--- config.mk ---
export PLATFORM = sky130hd
export DESIGN_NAME = escritor_banco_registros_flat
export DESIGN_NICKNAME = d
export VERILOG_FILES = /design/src/rtl/escritor_banco_registros_pkg.sv /design/src/rtl/escritor_banco_registros_if.sv /design/src/rtl/escritor_banco_registros_fifo.sv /design/src/rtl/escritor_banco_registros.sv /design/src/flat_wrapper.sv
export SDC_FILE = /design/constraint.sdc
export NUM_CORES = 1
export LEC_CHECK = 0
export CAP_MARGIN = 10
export CORE_MARGIN = 2
export CORE_UTILIZATION = 43
export DETAILED_ROUTE_END_ITERATION = 6
export PLACE_DENSITY = 0.67
export SYNTH_ARGS = -nofsm -noshare
export SYNTH_HDL_FRONTEND = slang
export SYNTH_SLANG_ARGS = --single-unit
--- constraint.sdc ---
create_clock -name CLK -period 9.8 [get_ports CLK]
set_clock_uncertainty 0.1 [all_clocks]
set_input_delay 1.47 -clock CLK [delete_from_list [all_inputs] [get_ports CLK]]
set_output_delay 1.47 -clock CLK [all_outputs]
set_load 0.01 [all_outputs]
--- src/rtl/escritor_banco_registros_pkg.sv ---
// Shared Beta definitions for the register-file write sequencer:
// sequencer states and the default data/address geometry.
package beta_pkg;

  localparam int BETA_DATA_W   = 32;
  localparam int BETA_ADDR_W   = 5;
  localparam int BETA_ZERO_REG = 31;

  // CLEAR only exists when the post-reset zero sweep is compiled in.
  typedef enum logic [0:0] {
    CLEAR = 1'b0,
    RUN   = 1'b1
  } state_t;

endpackage

--- src/rtl/escritor_banco_registros_if.sv ---
// Result channel from the execute/memory stages into the write sequencer.
// The producer drives valid/dest/data; the sequencer answers with ready.
interface escritor_banco_registros_if #(
  parameter int ADDR_W = 5,
  parameter int DATA_W = 32
);

  logic              In_Valid;
  logic              In_Ready;
  logic [ADDR_W-1:0] In_Dest;
  logic [DATA_W-1:0] In_Data;

  modport master (
    output In_Valid,
    output In_Dest,
    output In_Data,
    input  In_Ready
  );

  modport slave (
    input  In_Valid,
    input  In_Dest,
    input  In_Data,
    output In_Ready
  );

endinterface

--- src/rtl/escritor_banco_registros_fifo.sv ---
// fifo_escritura: in-order buffer of pending register writes.
// Exposes every slot's destination and valid bit so the parent can
// look for read-after-write hazards without draining the queue.
module fifo_escritura #(
  parameter int ADDR_W = 5,
  parameter int DATA_W = 32,
  parameter int DEPTH  = 4,
  localparam int PTR_W = $clog2(DEPTH),
  localparam int CNT_W = PTR_W + 1
) (
  input  logic                           clk,
  input  logic                           rst,
  input  logic                           push,
  input  logic                           pop,
  input  logic [ADDR_W-1:0]              push_dest,
  input  logic [DATA_W-1:0]              push_data,
  output logic [ADDR_W-1:0]              head_dest,
  output logic [DATA_W-1:0]              head_data,
  output logic [CNT_W-1:0]               count,
  output logic [DEPTH-1:0][ADDR_W-1:0]   entry_dest,
  output logic [DEPTH-1:0]               entry_valid
);

  logic [DEPTH-1:0][ADDR_W-1:0] dest_r;
  logic [DEPTH-1:0][DATA_W-1:0] data_r;
  logic [DEPTH-1:0]             valid_r;
  logic [PTR_W-1:0]             wr_ptr_r;
  logic [PTR_W-1:0]             rd_ptr_r;
  logic [CNT_W-1:0]             count_r;
  logic                         do_push_s;
  logic                         do_pop_s;

  // Guard against overflow/underflow regardless of what the parent asks.
  always_comb begin
    do_push_s = push && (count_r < CNT_W'(DEPTH));
    do_pop_s  = pop && (count_r != {CNT_W{1'b0}});
  end

  // Storage, valid bits and pointers; pointers wrap naturally (DEPTH is 2^n).
  // A push and a pop on the same edge always hit different slots because a
  // pop needs a non-empty queue and a push needs a non-full one.
  always_ff @(posedge clk or posedge rst) begin
    if (rst) begin
      dest_r   <= '0;
      data_r   <= '0;
      valid_r  <= {DEPTH{1'b0}};
      wr_ptr_r <= {PTR_W{1'b0}};
      rd_ptr_r <= {PTR_W{1'b0}};
    end else begin
      if (do_push_s) begin
        dest_r[wr_ptr_r]  <= push_dest;
        data_r[wr_ptr_r]  <= push_data;
        valid_r[wr_ptr_r] <= 1'b1;
        wr_ptr_r          <= wr_ptr_r + PTR_W'(1);
      end
      if (do_pop_s) begin
        valid_r[rd_ptr_r] <= 1'b0;
        rd_ptr_r          <= rd_ptr_r + PTR_W'(1);
      end
    end
  end

  // Occupancy: simultaneous push and pop leaves it unchanged.
  always_ff @(posedge clk or posedge rst) begin
    if (rst) begin
      count_r <= {CNT_W{1'b0}};
    end else begin
      case ({do_push_s, do_pop_s})
        2'b10:   count_r <= count_r + CNT_W'(1);
        2'b01:   count_r <= count_r - CNT_W'(1);
        default: count_r <= count_r;
      endcase
    end
  end

  assign head_dest   = dest_r[rd_ptr_r];
  assign head_data   = data_r[rd_ptr_r];
  assign count       = count_r;
  assign entry_dest  = dest_r;
  assign entry_valid = valid_r;

endmodule

--- src/rtl/escritor_banco_registros.sv ---
// escritor_banco_registros: owns the Beta register-file write port.
// Buffers results from the pipeline, retires one write per clock unless
// Hold borrows the port, and flags read-after-write hazards on Add_A/Add_B.
// Build option: define BANCO_CLEAR_EN to zero every register after reset.
module escritor_banco_registros
  import beta_pkg::*;
#(
  parameter int DATA_W   = BETA_DATA_W,
  parameter int ADDR_W   = BETA_ADDR_W,
  parameter int DEPTH    = 4,
  parameter int ZERO_REG = BETA_ZERO_REG,
  localparam int CNT_W   = $clog2(DEPTH) + 1
) (
  input  logic                       CLK,
  input  logic                       RST,
  escritor_banco_registros_if.slave  in_ch,
  input  logic                       Hold,
  input  logic [ADDR_W-1:0]          Add_A,
  input  logic [ADDR_W-1:0]          Add_B,
  output logic                       Hazard_A,
  output logic                       Hazard_B,
  output logic [ADDR_W-1:0]          Add_Dest,
  output logic [DATA_W-1:0]          Write_Data,
  output logic                       Write_En,
  output logic [CNT_W-1:0]           Pend_Count,
  output logic                       Clear_Busy
);

  localparam logic [ADDR_W-1:0] ZERO_ADDR = ADDR_W'(ZERO_REG);

  logic                         run_s;
  logic                         live_s;
  logic                         in_ready_s;
  logic                         push_s;
  logic                         pop_s;
  logic [ADDR_W-1:0]            head_dest_s;
  logic [DATA_W-1:0]            head_data_s;
  logic [CNT_W-1:0]             count_s;
  logic [DEPTH-1:0][ADDR_W-1:0] entry_dest_s;
  logic [DEPTH-1:0]             entry_valid_s;
  logic                         write_en_r;
  logic [ADDR_W-1:0]            add_dest_r;
  logic [DATA_W-1:0]            write_data_r;
  logic                         hazard_a_s;
  logic                         hazard_b_s;

`ifdef BANCO_CLEAR_EN
  state_t            state_r;
  logic [ADDR_W-1:0] clr_cnt_r;

  assign run_s      = (state_r == RUN);
  assign Clear_Busy = (state_r == CLEAR);
`else
  assign run_s      = 1'b1;
  assign Clear_Busy = 1'b0;
`endif

  // True when a pending write (queued or on the port right now) targets addr.
  function automatic logic pending_hit(
    input logic [ADDR_W-1:0]            addr,
    input logic [DEPTH-1:0][ADDR_W-1:0] dests,
    input logic [DEPTH-1:0]             vld,
    input logic                         we,
    input logic [ADDR_W-1:0]            wa
  );
    logic hit;
    hit = we && (wa == addr);
    for (int i = 0; i < DEPTH; i++) begin
      if (vld[i] && (dests[i] == addr)) begin
        hit = 1'b1;
      end else begin
        hit = hit;
      end
    end
    return hit;
  endfunction

  // Handshake and drain decisions; reset forces ready low combinationally.
  always_comb begin
    live_s     = run_s && !RST;
    in_ready_s = live_s && (count_s < CNT_W'(DEPTH));
    push_s     = in_ch.In_Valid && in_ready_s && (in_ch.In_Dest != ZERO_ADDR);
    pop_s      = live_s && !Hold && (count_s != {CNT_W{1'b0}});
  end

  assign in_ch.In_Ready = in_ready_s;

  fifo_escritura #(
    .ADDR_W (ADDR_W),
    .DATA_W (DATA_W),
    .DEPTH  (DEPTH)
  ) u_fifo (
    .clk         (CLK),
    .rst         (RST),
    .push        (push_s),
    .pop         (pop_s),
    .push_dest   (in_ch.In_Dest),
    .push_data   (in_ch.In_Data),
    .head_dest   (head_dest_s),
    .head_data   (head_data_s),
    .count       (count_s),
    .entry_dest  (entry_dest_s),
    .entry_valid (entry_valid_s)
  );

  // Register-file port: zero sweep after reset (if built in), then drain.
  always_ff @(posedge CLK or posedge RST) begin
    if (RST) begin
      write_en_r   <= 1'b0;
      add_dest_r   <= {ADDR_W{1'b0}};
      write_data_r <= {DATA_W{1'b0}};
`ifdef BANCO_CLEAR_EN
      state_r      <= CLEAR;
      clr_cnt_r    <= {ADDR_W{1'b0}};
`endif
    end else begin
`ifdef BANCO_CLEAR_EN
      if (state_r == CLEAR) begin
        write_en_r   <= 1'b1;
        add_dest_r   <= clr_cnt_r;
        write_data_r <= {DATA_W{1'b0}};
        clr_cnt_r    <= clr_cnt_r + ADDR_W'(1);
        if (clr_cnt_r == {ADDR_W{1'b1}}) begin
          state_r <= RUN;
        end else begin
          state_r <= CLEAR;
        end
      end else
`endif
      if (pop_s) begin
        write_en_r   <= 1'b1;
        add_dest_r   <= head_dest_s;
        write_data_r <= head_data_s;
      end else begin
        write_en_r   <= 1'b0;
      end
    end
  end

  // Read-after-write hazards; the zero register never conflicts.
  always_comb begin
    if (live_s) begin
      hazard_a_s = (Add_A != ZERO_ADDR) &&
                   pending_hit(Add_A, entry_dest_s, entry_valid_s, write_en_r, add_dest_r);
      hazard_b_s = (Add_B != ZERO_ADDR) &&
                   pending_hit(Add_B, entry_dest_s, entry_valid_s, write_en_r, add_dest_r);
    end else begin
      hazard_a_s = 1'b0;
      hazard_b_s = 1'b0;
    end
  end

  assign Hazard_A   = hazard_a_s;
  assign Hazard_B   = hazard_b_s;
  assign Write_En   = write_en_r;
  assign Add_Dest   = add_dest_r;
  assign Write_Data = write_data_r;
  assign Pend_Count = count_s;

endmodule

--- src/flat_wrapper.sv ---
// flat-port wrapper written by rule: the top's interface ports become plain ports
module escritor_banco_registros_flat import beta_pkg::*;
#(
  parameter int DATA_W   = BETA_DATA_W,
  parameter int ADDR_W   = BETA_ADDR_W,
  parameter int DEPTH    = 4,
  parameter int ZERO_REG = BETA_ZERO_REG,
  localparam int CNT_W   = $clog2(DEPTH) + 1
)
  (CLK, RST, Hold, Add_A, Add_B, Hazard_A, Hazard_B, Add_Dest, Write_Data, Write_En, Pend_Count, Clear_Busy, in_ch_In_Valid, in_ch_In_Dest, in_ch_In_Data, in_ch_In_Ready);
  escritor_banco_registros_if #(.ADDR_W(ADDR_W), .DATA_W(DATA_W)) in_ch_i ();
  input  logic CLK;
  input  logic RST;
  input  logic Hold;
  input  logic [ADDR_W-1:0] Add_A;
  input  logic [ADDR_W-1:0] Add_B;
  output logic Hazard_A;
  output logic Hazard_B;
  output logic [ADDR_W-1:0] Add_Dest;
  output logic [DATA_W-1:0] Write_Data;
  output logic Write_En;
  output logic [CNT_W-1:0] Pend_Count;
  output logic Clear_Busy;
  input wire logic [$bits(in_ch_i.In_Valid)-1:0] in_ch_In_Valid;
  input wire logic [$bits(in_ch_i.In_Dest)-1:0] in_ch_In_Dest;
  input wire logic [$bits(in_ch_i.In_Data)-1:0] in_ch_In_Data;
  output wire logic [$bits(in_ch_i.In_Ready)-1:0] in_ch_In_Ready;
  assign in_ch_i.In_Valid = in_ch_In_Valid;
  assign in_ch_i.In_Dest = in_ch_In_Dest;
  assign in_ch_i.In_Data = in_ch_In_Data;
  assign in_ch_In_Ready = in_ch_i.In_Ready;
  escritor_banco_registros #(.DATA_W(DATA_W), .ADDR_W(ADDR_W), .DEPTH(DEPTH), .ZERO_REG(ZERO_REG)) u_core (.CLK(CLK), .RST(RST), .in_ch(in_ch_i), .Hold(Hold), .Add_A(Add_A), .Add_B(Add_B), .Hazard_A(Hazard_A), .Hazard_B(Hazard_B), .Add_Dest(Add_Dest), .Write_Data(Write_Data), .Write_En(Write_En), .Pend_Count(Pend_Count), .Clear_Busy(Clear_Busy));
endmodule
; ---- Word level (Yosys, flattened, before mapping)
; Cells that the tools add are included.
[word_totals]
register_bits = 197
in_bits = 51
out_inout_bits = 45
word_cells = 97
[classes]
add_sub_neg = 4
n_lt_le_gt_ge = 5
eq_ne = 15
muxes = 30
bitwise = 3
reduce_logical = 25
[op_table]
columns = cell, n
row1 = $bwmux W128, 1
row2 = $bmux W32 S2, 1
row3 = $demux W32 S2, 1
row4 = $mux W32, 2
row5 = $eq A5 B5 Y1, 10
row6 = $logic_and A1 B1 Y1, 21
row7 = $bwmux W20, 1
row8 = $mux W1, 15
row9 = $ne A5 B5 Y1 const B, 3
row10 = $bmux W5 S2, 1
row11 = $demux W5 S2, 1
row12 = $mux W5, 2
row13 = $mux W4, 2
row14 = $lt A2 B3 Y1 const B, 2
row15 = $pmux W3 S2, 1
row16 = $add A2 B1 Y2 const B, 2
row17 = $and A4 B4 Y4, 1
row18 = $demux W1 S2, 2
row19 = $ge A2 B1 Y1 const B, 2
row20 = $not A4 Y4, 1
row21 = $or A4 B4 Y4, 1
row22 = $add A3 B1 Y3 const B, 1
row23 = $lt A3 B3 Y1 const B, 1
row24 = $reduce_bool A3 Y1, 1
row25 = 5 further kinds, 6

; ---- Longest topological paths before layout
; Gate-level depths: netlist (run 1).
[depth]
depth_word = 9
mapped_depth = 10
ltp_nobuf = 10

; ---- Modules after synthesis
; A second synthesis (run 1) with hierarchy kept.
[unflattened]
cells_unflattened = 663
area_unflattened_um2 = 9479.1
[by_module_without_submodules]
columns = module, instances, cells_per_inst, area_each_um2, seq_area_each_um2
row1 = fifo_escritura, 1, 410, 7320.8, 3978.8
row2 = escritor_banco_registros, 1, 253, 2158.3, 950.9

; ---- Worst setup path before layout (run 1)
; No wires, ideal clock.
[synth_timing]
path_kind = input port to output port
startpoint = in Add_B[3]
endpoint = out Hazard_B
arrival_time_ps = 2708
t_required_ps = 8230
slack_ps = 5522
path_stages = 6
path_buffers = 1
path_cell_list = clkbuf_1 xor2_1 nor4_1 nand3_1 o311a_1 a221oi_1
[synth_between]
elab_chain_len = 9
word_cells_on_any_way = 18
classes_between = eq/ne (6) / mux (6) / reduce/logical (6)
[synth_lines]
columns = item, line_no
row1 = start: declaration, flat_wrapper.sv:16  ; input logic [ADDR_W-1:0] Add_B;
row2 = "$eq A5 B5 Y1, on equally long branches", "escritor_banco_registros.sv:67, escritor_banco_registros.sv:69"
row3 = "$logic_and A1 B1 Y1, on equally long branches", "escritor_banco_registros.sv:67, escritor_banco_registros.sv:69"
row4 = $mux W1 (4 in a row), escritor_banco_registros.sv:69  ; if (vld[i] && (dests[i] == addr)) begin
row5 = $mux W1, escritor_banco_registros.sv:142  ; if (live_s) begin
row6 = $logic_and A1 B1 Y1 *, escritor_banco_registros.sv:145  ; hazard_b_s = (Add_B != ZERO_ADDR) &&
row7 = $mux W1 *, escritor_banco_registros.sv:142
row8 = end: declaration, flat_wrapper.sv:18  ; output logic Hazard_B;
; Every way passes the cells marked *; elsewhere a longest branch is shown, timed or not. The select of a mux whose other input is x is not followed.

; ---- Worst setup path after layout (run 1)
[layout_timing]
startpoint = in Add_A[3]
endpoint = out Hazard_A
[layout_between]
elab_chain_len = 9
word_cells_on_any_way = 18
classes_between = eq/ne (6) / mux (6) / reduce/logical (6)
[layout_lines]
columns = item, line_no
row1 = start: declaration, flat_wrapper.sv:15  ; input logic [ADDR_W-1:0] Add_A;
row2 = "$eq A5 B5 Y1, on equally long branches", "escritor_banco_registros.sv:67, escritor_banco_registros.sv:69"
row3 = "$logic_and A1 B1 Y1, on equally long branches", "escritor_banco_registros.sv:67, escritor_banco_registros.sv:69"
row4 = $mux W1 (4 in a row), escritor_banco_registros.sv:69
row5 = $mux W1, escritor_banco_registros.sv:142
row6 = $logic_and A1 B1 Y1 *, escritor_banco_registros.sv:143  ; hazard_a_s = (Add_A != ZERO_ADDR) &&
row7 = $mux W1 *, escritor_banco_registros.sv:142
row8 = end: declaration, flat_wrapper.sv:17  ; output logic Hazard_A;
; Marked as above.

==> impl_metrics.toml, run 1 <==
[min_path]
whs_path_depth = 1
hold_start = "u_core.u_fifo.data_r[89]"
holdPathEnd = "u_core.u_fifo.data_r[89]"
hold_class = "reg -> reg"

[sta]
finalHoldViolations = 0
tns_ns = 0
grt_setup_unrepaired = "no"
max_freq_mhz = 187
post-route-period-util_pct = 54.7
period_needed_ns = 5.36
relSlewSlack_pct = 36.8
worstMarginPinSlew_ns = 0.947
setup_violations = 0
slew_violations = 0

[power_and_ir_drop]
p_comb_share_pct = 36.1
p_clk_share_pct = 19.9
cellLeakagePower_nw = 4.59
p_seq_share_pct = 44.0
swShare_pct = 30.2
powerDensity_nw_per_um2 = 320
intPower_mw = 2.40
max-vdd-ir-drop_v = 0.000132
net-switching-power_mw = 1.04

[clock_tree]
clockBufferDepth = 2
cts_tree = "done"
cts_buffers = 17
post_cts_buffers = 0
clock_sinks = 197
cts_max_level = 4
postCtsHoldBufs = 0
cts-root-buf = "clkbuf_16"
cts_resized = 0
clkLatencyLatePin_ns = 0.43
clkTransAtPathRegs_ns = 0.06

[setup_path]
r2r_start = "u_core.u_fifo.count[2]"
cp-start-kind = "primary input"
required_ns = 8.23
rr_endpoint = "u_core.u_fifo.data_r[108]"
r2r_slack_ns = 7.24
reg2reg_depth = 6
critPathCaptureType = "output pin"
path_max_fanout = 6
critical_path_class = "in -> out"
critPathArrivalTime_ns = 3.79

[drt]
antenna_left = 0
drt_iter0_drc = 244
dr.pass1.iters = 4
drc = 0
vias = 5181
viasPerCell = 5.44
wire_per_inst_um = 20.1
wirelength_um = 19100

[grt]
gr-usage-all-layers_pct = 18.1
grt_pass1_wl_um = 30700
grtUsageMet1_pct = 23.0
antenna_found_initial = 0
grt-busiest-layer = "met2"
gr-usage-met3_pct = 4.01
grt_max_degree = 123
grt-ovfl-total = 0
grt_pass1_vias = 5704
use_met2_pct = 30.7

[die]
core_um2 = 20900
pin_count = 96
fp.dieH_um = 149
start_util_pct = 43.4
die_area_um2 = 22300
num_rows = 53
die-width_um = 149

[yosys]
ys_warn_count = 0
mappedNetlistArea_um2 = 9070
synth_area_per_cell_um2 = 15.6
ys_types = 35
seq_area_frac_synth_pct = 54.4
synthesis.nets = 642
syn_inst = 581
synth_seq_cells = 197

[cells_and_area]
post-route-util_pct = 51.5
drive_above_1_share_pct = 39.6
fin_cells = 952
layout_common_cells = "dfrtp_1, mux2_2, clkdlybuf4s50_1, mux4_2, xor2_1"
num_antenna_cells = 0
mostFrequentLayoutCell = "dfrtp_1"
design_area_um2 = 10800
nets = 725
syn_to_final_growth_pct = 18.7

[run]
drv_cap = 0

[status]
status = "finished clean"

[placement]
io_buffers = 94
dp_hpwl_um = 12300
gp_congestion = 0.911
dp_cells = 920
place_area_um2 = 10200
==> worst max path at each step <==
stage          startpoint            endpoint  slack (ns)  cells past startpoint
6_report         Add_A[3]            Hazard_A        4.44                      7
4_1_cts          Add_A[3]            Hazard_A        4.48                      7
3_5_place_dp     Add_A[3]            Hazard_A        4.49                      7
5_1_grt          Add_A[2]            Hazard_A        4.36                      7
3_3_place_gp     Add_A[2]            Hazard_A        4.53                      7
2_1_floorplan         RST  u_core.Add_Dest[0]        2.86                      1
==> layer usage <==
metal  vias up  part of all wire, %
met5         -                    0
met4         0                  2.0
met3        32                  3.9
met2       121                   51
met1      2768                   43
li1       2260                    -
==> logic make-up (layout without fill, tap and decap cells) <==
group | count (synthesis) | after routing | share of synthesized area (%)
flops | 197 | 197 | 54.4
fa+ha+maj | 10 | 10 | 1.46
mux | 223 | 223 | 32.4
compound gates | 14 | 14 | 1.26
xor+xnor | 55 | 55 | 5.31
other cells | 1 | 1 | 0.0414
buf+inv | 50 | 146 | 3.27
simple gates | 31 | 31 | 1.95
==> synth_stat cells <==
master    instances  area, um2
a221oi_1          2       17.5
a22oi_1           3       22.5
buf_1             4       15.0
nand2_1           6       22.5
a31oi_4           1       21.3
a31oi_1           2       12.5
dfrtp_1         197       4930
mux2_1            1       11.3
xor2_1           33        289
fa_1              1       20.0
xnor2_1          22        193
mux2_2          182       2050
mux2_4            2       30.0
a21oi_1           2       10.0
inv_1            12       45.0
o311a_1           2       20.0
buf_2            12       60.1
conb_1            1       3.75
and3_1            2       12.5
mux4_2           37        833
and4_1            2       17.5
nand3_1           4       20.0
nand2_2           1       6.26
clkbuf_1          9       33.8
nand4_1           3       18.8
nor2_1            1       3.75
o21ai_0           2       10.0
nor4_1            7       43.8
ha_1              9        113
nor3_1            3       15.0
nor2_2            1       6.26
nor3_2            1       10.0
buf_4             1       7.51
buf_6            12        135
mux2i_1           1       10.0
==> area by class of cell <==
class / instances / area (um2)
Inverter: 12 / 52.6
Clock inverter: 11 / 125
Tap cell: 275 / 344
Timing Repair Buffer: 102 / 1000
Multi-Input combinational cell: 334 / 3860
Sequential cell: 197 / 4930
Clock buffer: 21 / 450
Fill cell: 1728 / 10100
==> flip-flops by register name, indices dropped and copies added, names as in the netlist <==
name	count
u_core.u_fifo.count	3
u_core.Write_Data	32
u_core.u_fifo.entry_valid	4
u_core.Add_Dest	5
u_core.u_fifo.data_r	128
u_core.u_fifo.wr_ptr_r	2
u_core.Write_En	1
u_core.u_fifo.rd_ptr_r	2
u_core.u_fifo.entry_dest	20
==> power groups by stage <==
stage               Combinational [mW]  Sequential, mW  Clock (mW)
CTS                               1.26            1.52       0.702
floorplan                        0.899            1.44           0
finish                            1.24            1.51       0.685
detailed placement                1.26            1.53           0
global placement                  1.21            1.50           0
global route                      1.34            1.57       0.738
==> per-stage QoR <==
stage / setup slack [ns] / total power [mW] / hold slack (ns)
finish: 4.44 / 3.44 / 0.402
global route: 4.36 / 3.65 / 0.418
CTS: 4.48 / 3.49 / 0.403
detailed placement: 4.49 / 2.79 / 0.388
global placement: 4.53 / 2.71 / 0.381
floorplan: 2.86 / 2.34 / 0.374
==> critical path: stages <==
cell and delay (ns):
clkdlybuf4s50_1 0.57, xor2_1 0.22, nor4_1 0.29, nand3_1 0.12, o311a_1 0.15, a221oi_1 0.36, clkdlybuf4s50_1 0.61
(Power assumes the default switching activity.)
==> run 2, diff against run 1 <==
--- a/config.mk
+++ b/config.mk
@@ -9,7 +9,7 @@
 export CORE_MARGIN = 2
 export CORE_UTILIZATION = 43
 export DETAILED_ROUTE_END_ITERATION = 6
-export PLACE_DENSITY = 0.67
+export PLACE_DENSITY = 0.7
 export SYNTH_ARGS = -nofsm -noshare
 export SYNTH_HDL_FRONTEND = slang
 export SYNTH_SLANG_ARGS = --single-unit
==> constraint.sdc (replaced) <==
create_clock -name CLK -period 4.56 [get_ports CLK]
set_clock_uncertainty 0.1 [all_clocks]
set_input_delay 0.684 -clock CLK [delete_from_list [all_inputs] [get_ports CLK]]
set_output_delay 0.684 -clock CLK [all_outputs]
set_load 0.01 [all_outputs]
==> run 2 against run 1 <==
Power rose by 120%. Sequential share of layout area fell by 0.30 points. Global-route usage rose by 0.91 points. Cell area rose by 0.72%. Highest routed layer unchanged. Largest cell class unchanged. Core utilization rose by 0.37 points. Critical path depth did not move. Non-clock buffer count rose by 1. Via count fell by 2.0%. Flip-flop and latch count did not move. Clock power rose by 110%.
==> impl_metrics.toml, run 2 (synthesis gave the netlist of run 1 again) <==
[setup_path]
rr_endpoint = "u_core.u_fifo.data_r[22]"
r2r_start = "u_core.u_fifo.count[2]"
crit_chain = "clkdlybuf4s50_1 > xor2_1 > nor4_1 > nand3_1 > o311a_1 > a221oi_1 > clkdlybuf4s50_1"
reg2reg_depth = 6
critical-path-top-delay-family = "buffers and inverters"
path_max_fanout = 6
critPathCaptureType = "output pin"
r2r_slack_ns = 2.08
cp-start-kind = "primary input"
crit_cells = 7
path_buf_inv = 2
required_ns = 3.78
critPathArrivalTime_ns = 2.96
critical_path_class = "in -> out"
critical_path.slowest_cell = "clkdlybuf4s50_1"
max_stage_delay_ns = 0.58
crit_top_cell = "clkdlybuf4s50_1"

[drt]
wire_per_inst_um = 20.9
wl_met3_um = 604
viasPerCell = 5.33
drt_iter0_drc = 195
dr_wl_met2_um = 10300
antenna_left = 0
dr.pass1.iters = 4
routed.top_layer = "met4"
vias = 5079
wl_met1_um = 8840
drc = 0
wirelength_um = 19900

[clock_tree]
cts_resized = 0
cts_tree = "done"
postCtsHoldBufs = 0
cts_buffers = 17
clockBufferDepth = 2
clkLatencyLatePin_ns = 0.43
post_cts_buffers = 0
clock_sinks = 197
cts-root-buf = "clkbuf_16"
cts_max_level = 4
clkTransAtPathRegs_ns = 0.07

[die]
die_area_um2 = 22300
core_um2 = 20900
fp.dieH_um = 149
die-width_um = 149
start_util_pct = 43.4
num_rows = 53
pin_count = 96

[cells_and_area]
top_register = "u_core.u_fifo.data_r"
syn_to_final_growth_pct = 19.5
layout_common_cells = "dfrtp_1, mux2_2, clkdlybuf4s50_1, mux4_2, xor2_1"
largest_reg_flops = 128
num_antenna_cells = 0
nets = 726
drive_above_1_share_pct = 40.0
multiInputGateArea_um2 = 3860
fin_cells = 953
mostFrequentLayoutCell = "dfrtp_1"
n_fill_cell = 1722
regArea_um2 = 4930

[min_path]
holdPathEnd = "u_core.u_fifo.data_r[107]"
hold_start = "u_core.u_fifo.data_r[107]"
whs_path_depth = 1
hold_class = "reg -> reg"

[placement]
gp_congestion = 0.856
io_buffers = 94
dp_cells = 921
dp_hpwl_um = 13300

[status]
status = "finished clean"

[power_and_ir_drop]
max-vdd-ir-drop_v = 0.000328
cellLeakagePower_nw = 4.62
powerDensity_nw_per_um2 = 686

[sta]
grt_setup_unrepaired = "no"
post-route-period-util_pct = 82.0
worstMarginPinSlew_ns = 0.867
period_needed_ns = 3.74
tns_ns = 0
slew_violations = 0
finalHoldViolations = 0
max_freq_mhz = 267
relSlewSlack_pct = 42.2
setup_violations = 0

[grt]
grt_pass1_wl_um = 31900
grt-ovfl-total = 0
grt_max_degree = 125
antenna_found_initial = 0
grt_pass1_vias = 5771
gr-usage-all-layers_pct = 19.0

[run]
drv_cap = 0
run 2: cell types whose count changed in the layout (fill, tap and decap cells not counted):
cell / change
clkinv_2: -2
inv_8: +1
dfrtp_4: +1
clkinv_8: +1
clkbuf_1: -2
dfrtp_2: -1
bufinv_16: -1
buf_12: +5
clkinvlp_4: +1
clkinv_4: +2
buf_4: -4
run 2: layer usage:
layer	GRT usage, %	vias up
li1	-	2268
met1	24.0	2709
met2	33.1	86
met3	4.37	16
met4	4.71	0
met5	0	-
run 2: layout make-up:
class | count | area share, %
Clock inverter | 13 | 1.30
Sequential cell | 197 | 45.5
Clock buffer | 19 | 4.09
Inverter | 12 | 0.450
Multi-Input combinational cell | 334 | 35.6
Tap cell | 275 | 3.17
Timing Repair Buffer | 103 | 9.88
run 2: power breakdown:
group	internal, mW	switching, mW	leakage (nW)
sequential	2.61	0.752	2.41
clock	0.787	0.684	0.281
combinational	1.74	0.865	1.93
total	5.14	2.30	4.62
run 2: through the flow:
step                      hold WS [ns]  instance area, um2  setup WS [ns]  utilization, %  power [mW]
after floorplan                  0.374                9070           1.23               -        5.03
after global placement           0.381               10300          0.728            49.1        5.86
after detailed placement         0.387               10300          0.836            49.1        6.04
after CTS                        0.403               10800          0.828            51.9        7.52
after global routing             0.420               10800          0.555            51.9        7.87
final                            0.403               10800          0.820            51.9        7.44
run 2: how the worst max path moves through the flow:
stage	endpoint	start
CTS	Hazard_B	Add_B[3]
finish	Hazard_B	Add_B[3]
global placement	Hazard_A	Add_A[3]
detailed placement	Hazard_A	Add_A[3]
global route	Hazard_B	Add_B[3]
floorplan	u_core.Add_Dest[0]	RST
==> run 3, diff against run 2 <==
==> constraint.sdc (replaced) <==
create_clock -name CLK -period 3.1 [get_ports CLK]
set_clock_uncertainty 0.1 [all_clocks]
set_input_delay 0.465 -clock CLK [delete_from_list [all_inputs] [get_ports CLK]]
set_output_delay 0.465 -clock CLK [all_outputs]
set_load 0.01 [all_outputs]
==> run 3 against run 2 <==
Via count is 1.4% higher. Final cell count increased by 1.8%. Sequential power is 43% higher. First-iteration DRC count shrank 4.6%. Sequential share of layout area fell by 0.74 points. Setup slack worse by 0.60 ns. Core utilization up 0.86 points. Global-route usage barely moved. Clock power increased by 52%. Largest cell class unchanged. Largest power group unchanged.
==> impl_metrics.toml, run 3 (synthesis gave the netlist of run 1 again) <==
[clock_tree]
cts_tree = "done"
cts_max_level = 4
cts_buffers = 17
postCtsHoldBufs = 0
cts_resized = 9
clkTransAtPathRegs_ns = 0.07
cts-root-buf = "clkbuf_16"
clockBufferDepth = 2
clock_sinks = 197
clkLatencyLatePin_ns = 0.43
post_cts_buffers = 0

[min_path]
holdPathEnd = "u_core.u_fifo.data_r[94]"
whs_path_depth = 1
hold_class = "reg -> reg"
hold_start = "u_core.u_fifo.data_r[94]"

[die]
fp.dieH_um = 149
start_util_pct = 43.4
num_rows = 53
core_um2 = 20900
die-width_um = 149
die_area_um2 = 22300
pin_count = 96

[cells_and_area]
nets = 743
largest_reg_flops = 128
layout_common_cells = "dfrtp_1, mux2_2, clkdlybuf4s50_1, mux4_2, xor2_1"
top_register = "u_core.u_fifo.data_r"
mostFrequentLayoutCell = "dfrtp_1"
syn_to_final_growth_pct = 21.5
post-route-util_pct = 52.8
num_antenna_cells = 0
multiInputGateArea_um2 = 3870
design_area_um2 = 11000
regArea_um2 = 4930
drive_above_1_share_pct = 41.9
n_fill_cell = 1732

[sta]
setup_violations = 0
post-route-period-util_pct = 92.8
tns_ns = 0
grt_setup_unrepaired = "no"
worstMarginPinSlew_ns = 0.570
worst_slack_ns = 0.223
relSlewSlack_pct = 61.9
whs_ns = 0.403
slew_violations = 0
max_freq_mhz = 348
finalHoldViolations = 0
period_needed_ns = 2.88

[setup_path]
crit_chain = "clkdlybuf4s50_1 > buf_4 > xor2_1 > nor4_1 > nand3_1 > o311a_1 > a221oi_1 > dlygate4sd2_1"
critical_path.slowest_cell = "clkdlybuf4s50_1"
cp-start-kind = "primary input"
reg2reg_depth = 8
critPathCaptureType = "output pin"
critical-path-top-delay-family = "buffers and inverters"
crit_cells = 8
max_stage_delay_ns = 0.40
critPathArrivalTime_ns = 2.31
path_buf_inv = 3
rr_endpoint = "u_core.u_fifo.count[1]"
r2r_start = "u_core.u_fifo.count[2]"
path_max_fanout = 6
r2r_slack_ns = 0.90
critical_path_class = "in -> out"
required_ns = 2.53

[grt]
antenna_found_initial = 0
gr-usage-all-layers_pct = 19.0
grt_max_degree = 62
grt-ovfl-total = 0
grt_pass1_vias = 5722
grt_pass1_wl_um = 32100

[drt]
viasPerCell = 5.31
drt_iter0_drc = 186
antenna_left = 0
vias = 5148
wirelength_um = 20000
drc = 0
dr.pass1.iters = 4
wire_per_inst_um = 20.6

[placement]
post-place-ws_ns = -0.355
dp_hpwl_um = 13300
gp_congestion = 0.840
place_area_um2 = 10400
io_buffers = 94

[power_and_ir_drop]
max-vdd-ir-drop_v = 0.000518
cellLeakagePower_nw = 4.74
powerDensity_nw_per_um2 = 1010

[status]
status = "finished clean"

[run]
drv_cap = 0
## run 3: through the flow
step	std cells	total power, mW
finish	970	11.1
global route	970	11.7
CTS	970	11.2
detailed placement	938	8.95
global placement	938	8.68
floorplan	581	7.41
## run 3: cell type report
cell class                 count  area share [%]
timing repair buffer         120            11.0
clock buffer                  17            3.86
multi-input combinational    334            35.1
sequential                   197            44.8
clock inverter                15            1.65
tap                          275            3.12
inverter                      12           0.443
## run 3: worst reg2reg max path: stages, from the launching register on
cell and delay [ns]:
dfrtp_1 0.44, nor2_2 0.14, nand2_1 0.09, a31oi_4 0.37, inv_1 0.09, ha_1 0.22
inv_1 0.09, fa_1 0.43, mux2i_1 0.16
## run 3: how the worst max path moves through the flow
stage | start | end | slack (ns)
after floorplan | RST | u_core.Add_Dest[0] | -0.01
after global placement | Add_B[4] | Hazard_B | -0.33
after detailed placement | Add_B[4] | Hazard_B | -0.35
after CTS | u_core.u_fifo.entry_dest[4] | Hazard_B | -0.04
after global routing | Add_A[4] | Hazard_A | 0.15
final | Add_A[4] | Hazard_A | 0.22
## run 3: where the power goes
part | internal (mW) | leakage [nW] | switching (mW)
logic | 2.61 | 2.05 | 1.43
clock network | 1.16 | 0.287 | 1.07
registers | 3.84 | 2.41 | 0.962
total | 7.61 | 4.74 | 3.46
## run 3: layer usage
layer / wire length (um) / vias to the layer above / share of wire, % / track usage [%]
li1: - / 2318 / - / -
met3: 744 / 20 / 3.7 / 3.73
met5: 0 / - / 0 / 0
met2: 10300 / 96 / 51 / 32.0
met1: 8720 / 2714 / 44 / 25.3
met4: 267 / 0 / 1.3 / 4.90
